$ cat src/rtl/seg7_mux2.sv
// Two-digit multiplexed 7-segment driver: latches BCD digits once per frame and
// time-multiplexes them onto a shared segment bus with blank gaps between digits.
module seg7_mux2 #(
  parameter int unsigned REFRESH_DIV  = 50000,
  parameter int unsigned BLANK_CYCLES = 16,
  parameter bit          ACTIVE_LOW   = 1'b1,
  parameter bit          LZ_BLANK     = 1'b1
) (
  input  logic       i_clk,
  input  logic       i_rst,
  input  logic [3:0] i_ones,
  input  logic [3:0] i_tens,
  output logic [6:0] o_seg,
  output logic [1:0] o_an,
  output logic       o_frame
);

  localparam int unsigned MAX_DWELL = (REFRESH_DIV > BLANK_CYCLES) ? REFRESH_DIV : BLANK_CYCLES;
  localparam int unsigned CNT_W     = (MAX_DWELL > 1) ? $clog2(MAX_DWELL) : 1;
  localparam logic [CNT_W-1:0] DIG_LAST = CNT_W'(REFRESH_DIV - 1);
  localparam logic [CNT_W-1:0] BLK_LAST = CNT_W'(BLANK_CYCLES - 1);
  localparam logic [6:0] SEG_OFF = {7{ACTIVE_LOW}};
  localparam logic [1:0] AN_OFF  = {2{ACTIVE_LOW}};

  typedef enum logic [1:0] {
    S_DIG0 = 2'd0,
    S_BLK0 = 2'd1,
    S_DIG1 = 2'd2,
    S_BLK1 = 2'd3
  } state_t;

  state_t           state_q, state_d;
  logic [CNT_W-1:0] cnt_q, cnt_d;
  logic [3:0]       ones_q, ones_d;
  logic [3:0]       tens_q, tens_d;
  logic [6:0]       seg_d;
  logic [1:0]       an_d;
  logic             frame_d;
  logic             dwell_done;
  logic [6:0]       seg_lit;
  logic [1:0]       an_lit;

  // BCD to segments, bit6=g .. bit0=a; non-BCD codes show 'E'
  function automatic logic [6:0] decode(input logic [3:0] d);
    logic [6:0] s;
    case (d)
      4'd0:    s = 7'b0111111;
      4'd1:    s = 7'b0000110;
      4'd2:    s = 7'b1011011;
      4'd3:    s = 7'b1001111;
      4'd4:    s = 7'b1100110;
      4'd5:    s = 7'b1101101;
      4'd6:    s = 7'b1111101;
      4'd7:    s = 7'b0000111;
      4'd8:    s = 7'b1111111;
      4'd9:    s = 7'b1101111;
      default: s = 7'b1111001;
    endcase
    return s;
  endfunction

  always_ff @(posedge i_clk) begin
    if (i_rst) begin
      state_q <= S_BLK1;
      cnt_q   <= '0;
      ones_q  <= '0;
      tens_q  <= '0;
      o_seg   <= SEG_OFF;
      o_an    <= AN_OFF;
      o_frame <= 1'b0;
    end else begin
      state_q <= state_d;
      cnt_q   <= cnt_d;
      ones_q  <= ones_d;
      tens_q  <= tens_d;
      o_seg   <= seg_d;
      o_an    <= an_d;
      o_frame <= frame_d;
    end
  end

  // Next state plus registered outputs computed from the state being entered
  always_comb begin
    state_d    = state_q;
    cnt_d      = cnt_q + CNT_W'(1);
    ones_d     = ones_q;
    tens_d     = tens_q;
    frame_d    = 1'b0;
    seg_lit    = 7'b0;
    an_lit     = 2'b00;
    dwell_done = 1'b0;

    unique case (state_q)
      S_DIG0, S_DIG1: dwell_done = (cnt_q == DIG_LAST);
      default:        dwell_done = (cnt_q == BLK_LAST);
    endcase

    if (dwell_done) begin
      cnt_d = '0;
      unique case (state_q)
        S_DIG0:  state_d = S_BLK0;
        S_BLK0:  state_d = S_DIG1;
        S_DIG1:  state_d = S_BLK1;
        default: state_d = S_DIG0;
      endcase
    end

    // Digits are sampled only at frame start so a frame never tears
    if (state_q == S_BLK1 && state_d == S_DIG0) begin
      ones_d  = i_ones;
      tens_d  = i_tens;
      frame_d = 1'b1;
    end

    unique case (state_d)
      S_DIG0: begin
        an_lit  = 2'b01;
        seg_lit = decode(ones_d);
      end
      S_DIG1: begin
        if (!(LZ_BLANK && tens_d == 4'd0)) begin
          an_lit  = 2'b10;
          seg_lit = decode(tens_d);
        end
      end
      default: begin
        an_lit  = 2'b00;
        seg_lit = 7'b0;
      end
    endcase

    seg_d = ACTIVE_LOW ? ~seg_lit : seg_lit;
    an_d  = ACTIVE_LOW ? ~an_lit : an_lit;
  end

endmodule
$ cat config.mk
export PLATFORM = sky130hd
export DESIGN_NAME = seg7_mux2
export DESIGN_NICKNAME = d
export VERILOG_FILES = /design/src/rtl/seg7_mux2.sv
export SDC_FILE = /design/constraint.sdc
export NUM_CORES = 1
export LEC_CHECK = 0
export ABC_AREA = 1
export BUFFER_PORTS_ARGS = -buffer_cell sky130_fd_sc_hd__buf_2
export CORE_MARGIN = 5
export CORE_UTILIZATION = 58
export CTS_BUF_LIST = sky130_fd_sc_hd__clkbuf_16
export CTS_CLUSTER_SIZE = 28
export DETAILED_ROUTE_END_ITERATION = 6
export PLACE_DENSITY_LB_ADDON = 0.3
export SLEW_MARGIN = 20
export SYNTH_ARGS = -nofsm -noshare
export SYNTH_HDL_FRONTEND = slang
export SYNTH_SLANG_ARGS = --single-unit
$ cat constraint.sdc
create_clock -name i_clk -period 2.77 [get_ports i_clk]
set_input_delay 0 -clock i_clk [delete_from_list [all_inputs] [get_ports i_clk]]
set_output_delay 0 -clock i_clk [all_outputs]
set_load 0.005 [all_outputs]
==> impl_results.md <==
- Chip Height: 68.51 um
- CTS tree: built
- Synth-to-Final Area Change: 18.84%
- DP Wirelength: between 2 and 3 mm
- CTS root buf: clkbuf_16
- Flop-to-flop setup slack: 0.24 ns
- Initial antenna violation count: 0
- Skew-Pair Late Insertion Delay: 0.28 ns
- Worst-margin pin slew: 0.6296 ns
- Post-CTS Hold Buffers: 0
- Nets: around 340
- R2R Path Start: cnt_q[0]
- Overall routed net length: between 3 and 4 mm
- Mapped Avg Cell Area: 7.041 um2
- WHS Path Cells: 3
- FMAX: between 0.3 and 0.4 GHz
- LEAKAGE: approximately 0.0011 uW
- Via count: approximately 1800
- WL/cell: about 11 um
- CTS HTree Levels: 2
- PD cells: between 400 and 500 nW/um2
- Number of I/O pins: 20
- Final Instance Area: approximately 2400 um2
- Chip width: roughly 70 um
- CTS Buf Count: 5
- GRT Util Overall: 0.1883
- CTS sink cnt: 36
- Largest cells by area after synthesis: dfxtp_1 (36%), nand2_1 (13%), ha_1 (8.8%)
- Failing checks: negative hold slack
- Slew Limit Fails: 0
- Setup ws final: approximately 0.24 ns
- PortBufs: 19
- Final hold vios: 1
- Tcrit/Tclk final: 0.9121
- Synth top area share: 0.3629
- Initial core utilization: 0.5951
- Layout cells sized above 1: 0.2000
- DRC: 0
- Status: complete, but fails checks
- Yosys reg bits: 36
- Post-synth top area cell: dfxtp_1
- Slew margin rel.: 0.5803
- Register area share after synthesis: 0.3629
- Mapped Nets: between 300 and 400
- Remaining antenna violation count: 0
- DR vias/cell: approximately 5
- Arrival @ worst endpoint: ~2.7 ns
- Worst Setup End Kind: register
- Hold_sp: i_ones[0]
- Worst reg2reg path depth: 16
- HP Class: input port to register
- Final Setup Violations: 0
- Area after DPL: ~2100 um2
- Die area: around 4700 um2
- Global route overflow: 0
- Fin Hold WS: -0.01024 ns
- Critical path type: register to register
- Clock skew: a little under 0.005 ns
- Crit Path Max Fanout: 7
- Global-route wire length before repair: roughly 6.5 mm
- # diodes: 0
- First-pass DRT Iterations: 4
- VDD IR max: 0.0004498 V
- Core area: 3337 um2
- Most common cell after layout, fill and taps aside: nand2_1
- Clock Path Buffers: 2
- Placer congestion estimate: 0.7993
- Final min period: between 2 and 3 ns
- Reg2reg end: o_seg[1]
- Total of max-cap violations: 0
- Row count: 21
- Worst-path clk slew: about 0.060 ns
- Place WS: ~0.16 ns
- Initial DRC count: 121
- Synthesized area: between 1500 and 2000 um2
- Critical path startpoint category: register
- Unique masters post-synth: 27
- Worst EP required: roughly 3.0 ns
- Setup TNS: 0 ns
- Number of global-route vias before repair: 1545
- Hold Path Sink: ones_q[0]
- Yosys warns: 0
- Pin count of the biggest net entering global routing: 18
- Most frequent cells in the layout: nand2_1 (66), inv_1 (38), nor2_1 (36), dfxtp_1 (35), nand3_1 (22)
- Syn Inst Count: about 280
-- power by group --
group | switching (uW) | internal (uW) | total, uW
combinational | 15.4 | 8.09 | 23.4
clock | 205 | 326 | 531
sequential | 2.36 | 522 | 524
total | 222 | 856 | 1080
-- routing by layer --
| metal | global-route usage | routed length, um |
|---|---|---|
| met5 | 0 | 0 |
| met4 | 0.08189 | 61 |
| met3 | 0.05997 | 299 |
| met2 | 0.2777 | 1687 |
| met1 | 0.2505 | 1945 |
-- layout make-up --
| type | count | area (um2) |
|---|---|---|
| Multi-Input combinational cell | 199 | 1097 |
| Clock inverter | 3 | 13.76 |
| Tap cell | 46 | 57.56 |
| Timing Repair Buffer | 29 | 182.7 |
| Sequential cell | 36 | 721.9 |
| Clock buffer | 5 | 125.1 |
| Fill cell | 288 | 977.2 |
| Inverter | 43 | 161.4 |
-- cell families after synthesis --
logic type	count (synthesis)	share of synthesized area
simple gates	157	0.3579
buf+inv	47	0.09452
flops	36	0.3629
compound gates	24	0.07876
fa+ha+maj	14	0.08822
xor+xnor	4	0.01764
-- sequential cells by signal (all words and copies together) (netlist names) --
signal,count
o_frame,1
state_q,2
o_seg,7
cnt_q,16
tens_q,4
o_an,2
ones_q,4
-- cells in the mapped netlist --
library cell and n:
o21ai_2 3, inv_2 5, nor2_4 2, o21ai_1 3, nor2_2 2, inv_1 38
nand4_1 7, nor3b_1 2, nor3_1 6, nand3_1 22, or2_2 2, xor2_1 4
nand2_2 6, clkbuf_1 3, nor2_1 36, nand2_1 68, o21ai_0 7, nor4_1 1
nand3_4 1, o21a_1 1, dfxtp_1 36, buf_8 1, or2_1 1, or2_0 1
o21ai_4 2, ha_1 14, a21oi_1 8
-- critical path, cell delays in order (launching register included) --
cell     delay [ns]
dfxtp_2        0.33
ha_2           0.17
nand2_1        0.07
inv_2          0.06
nand2_2        0.06
nor2_4         0.11
nand4_1        0.18
nand2_4        0.15
nand3_4        0.12
buf_4          0.18
o21ai_4        0.21
inv_1          0.09
ha_1           0.29
or2_1          0.23
nand3_1        0.09
nand2_1        0.05
nand2_1        0.05
-- what timing repair did --
item | CTS | global route
buffers inserted | 0 | 10
endpoints found under the hold margin | 0 | 0
gates resized for setup | 0 | 7
endpoints found under the setup margin | 0 | 7
-- per-stage QoR --
step	cells	total power, uW	util
6_report	361	1079	0.7072
5_1_grt	361	1120	0.7072
4_1_cts	351	1087	0.6745
3_5_place_dp	343	558.1	0.6329
3_3_place_gp	343	557.9	0.6329
2_1_floorplan	282	547.2	-
-- how the worst max path moves through the flow --
stage | endpoint | slack, ns | startpoint | cells past startpoint
after floorplan | o_seg[0] | 0.46 | cnt_q[0] | 16
after global placement | o_seg[0] | 0.24 | cnt_q[0] | 16
after detailed placement | o_seg[0] | 0.16 | cnt_q[0] | 15
after CTS | o_seg[0] | 0.13 | cnt_q[0] | 15
after global routing | o_seg[0] | -0.06 | cnt_q[1] | 16
final | o_seg[1] | 0.24 | cnt_q[0] | 16
No activity file was read; power rests on OpenSTA's default activity.
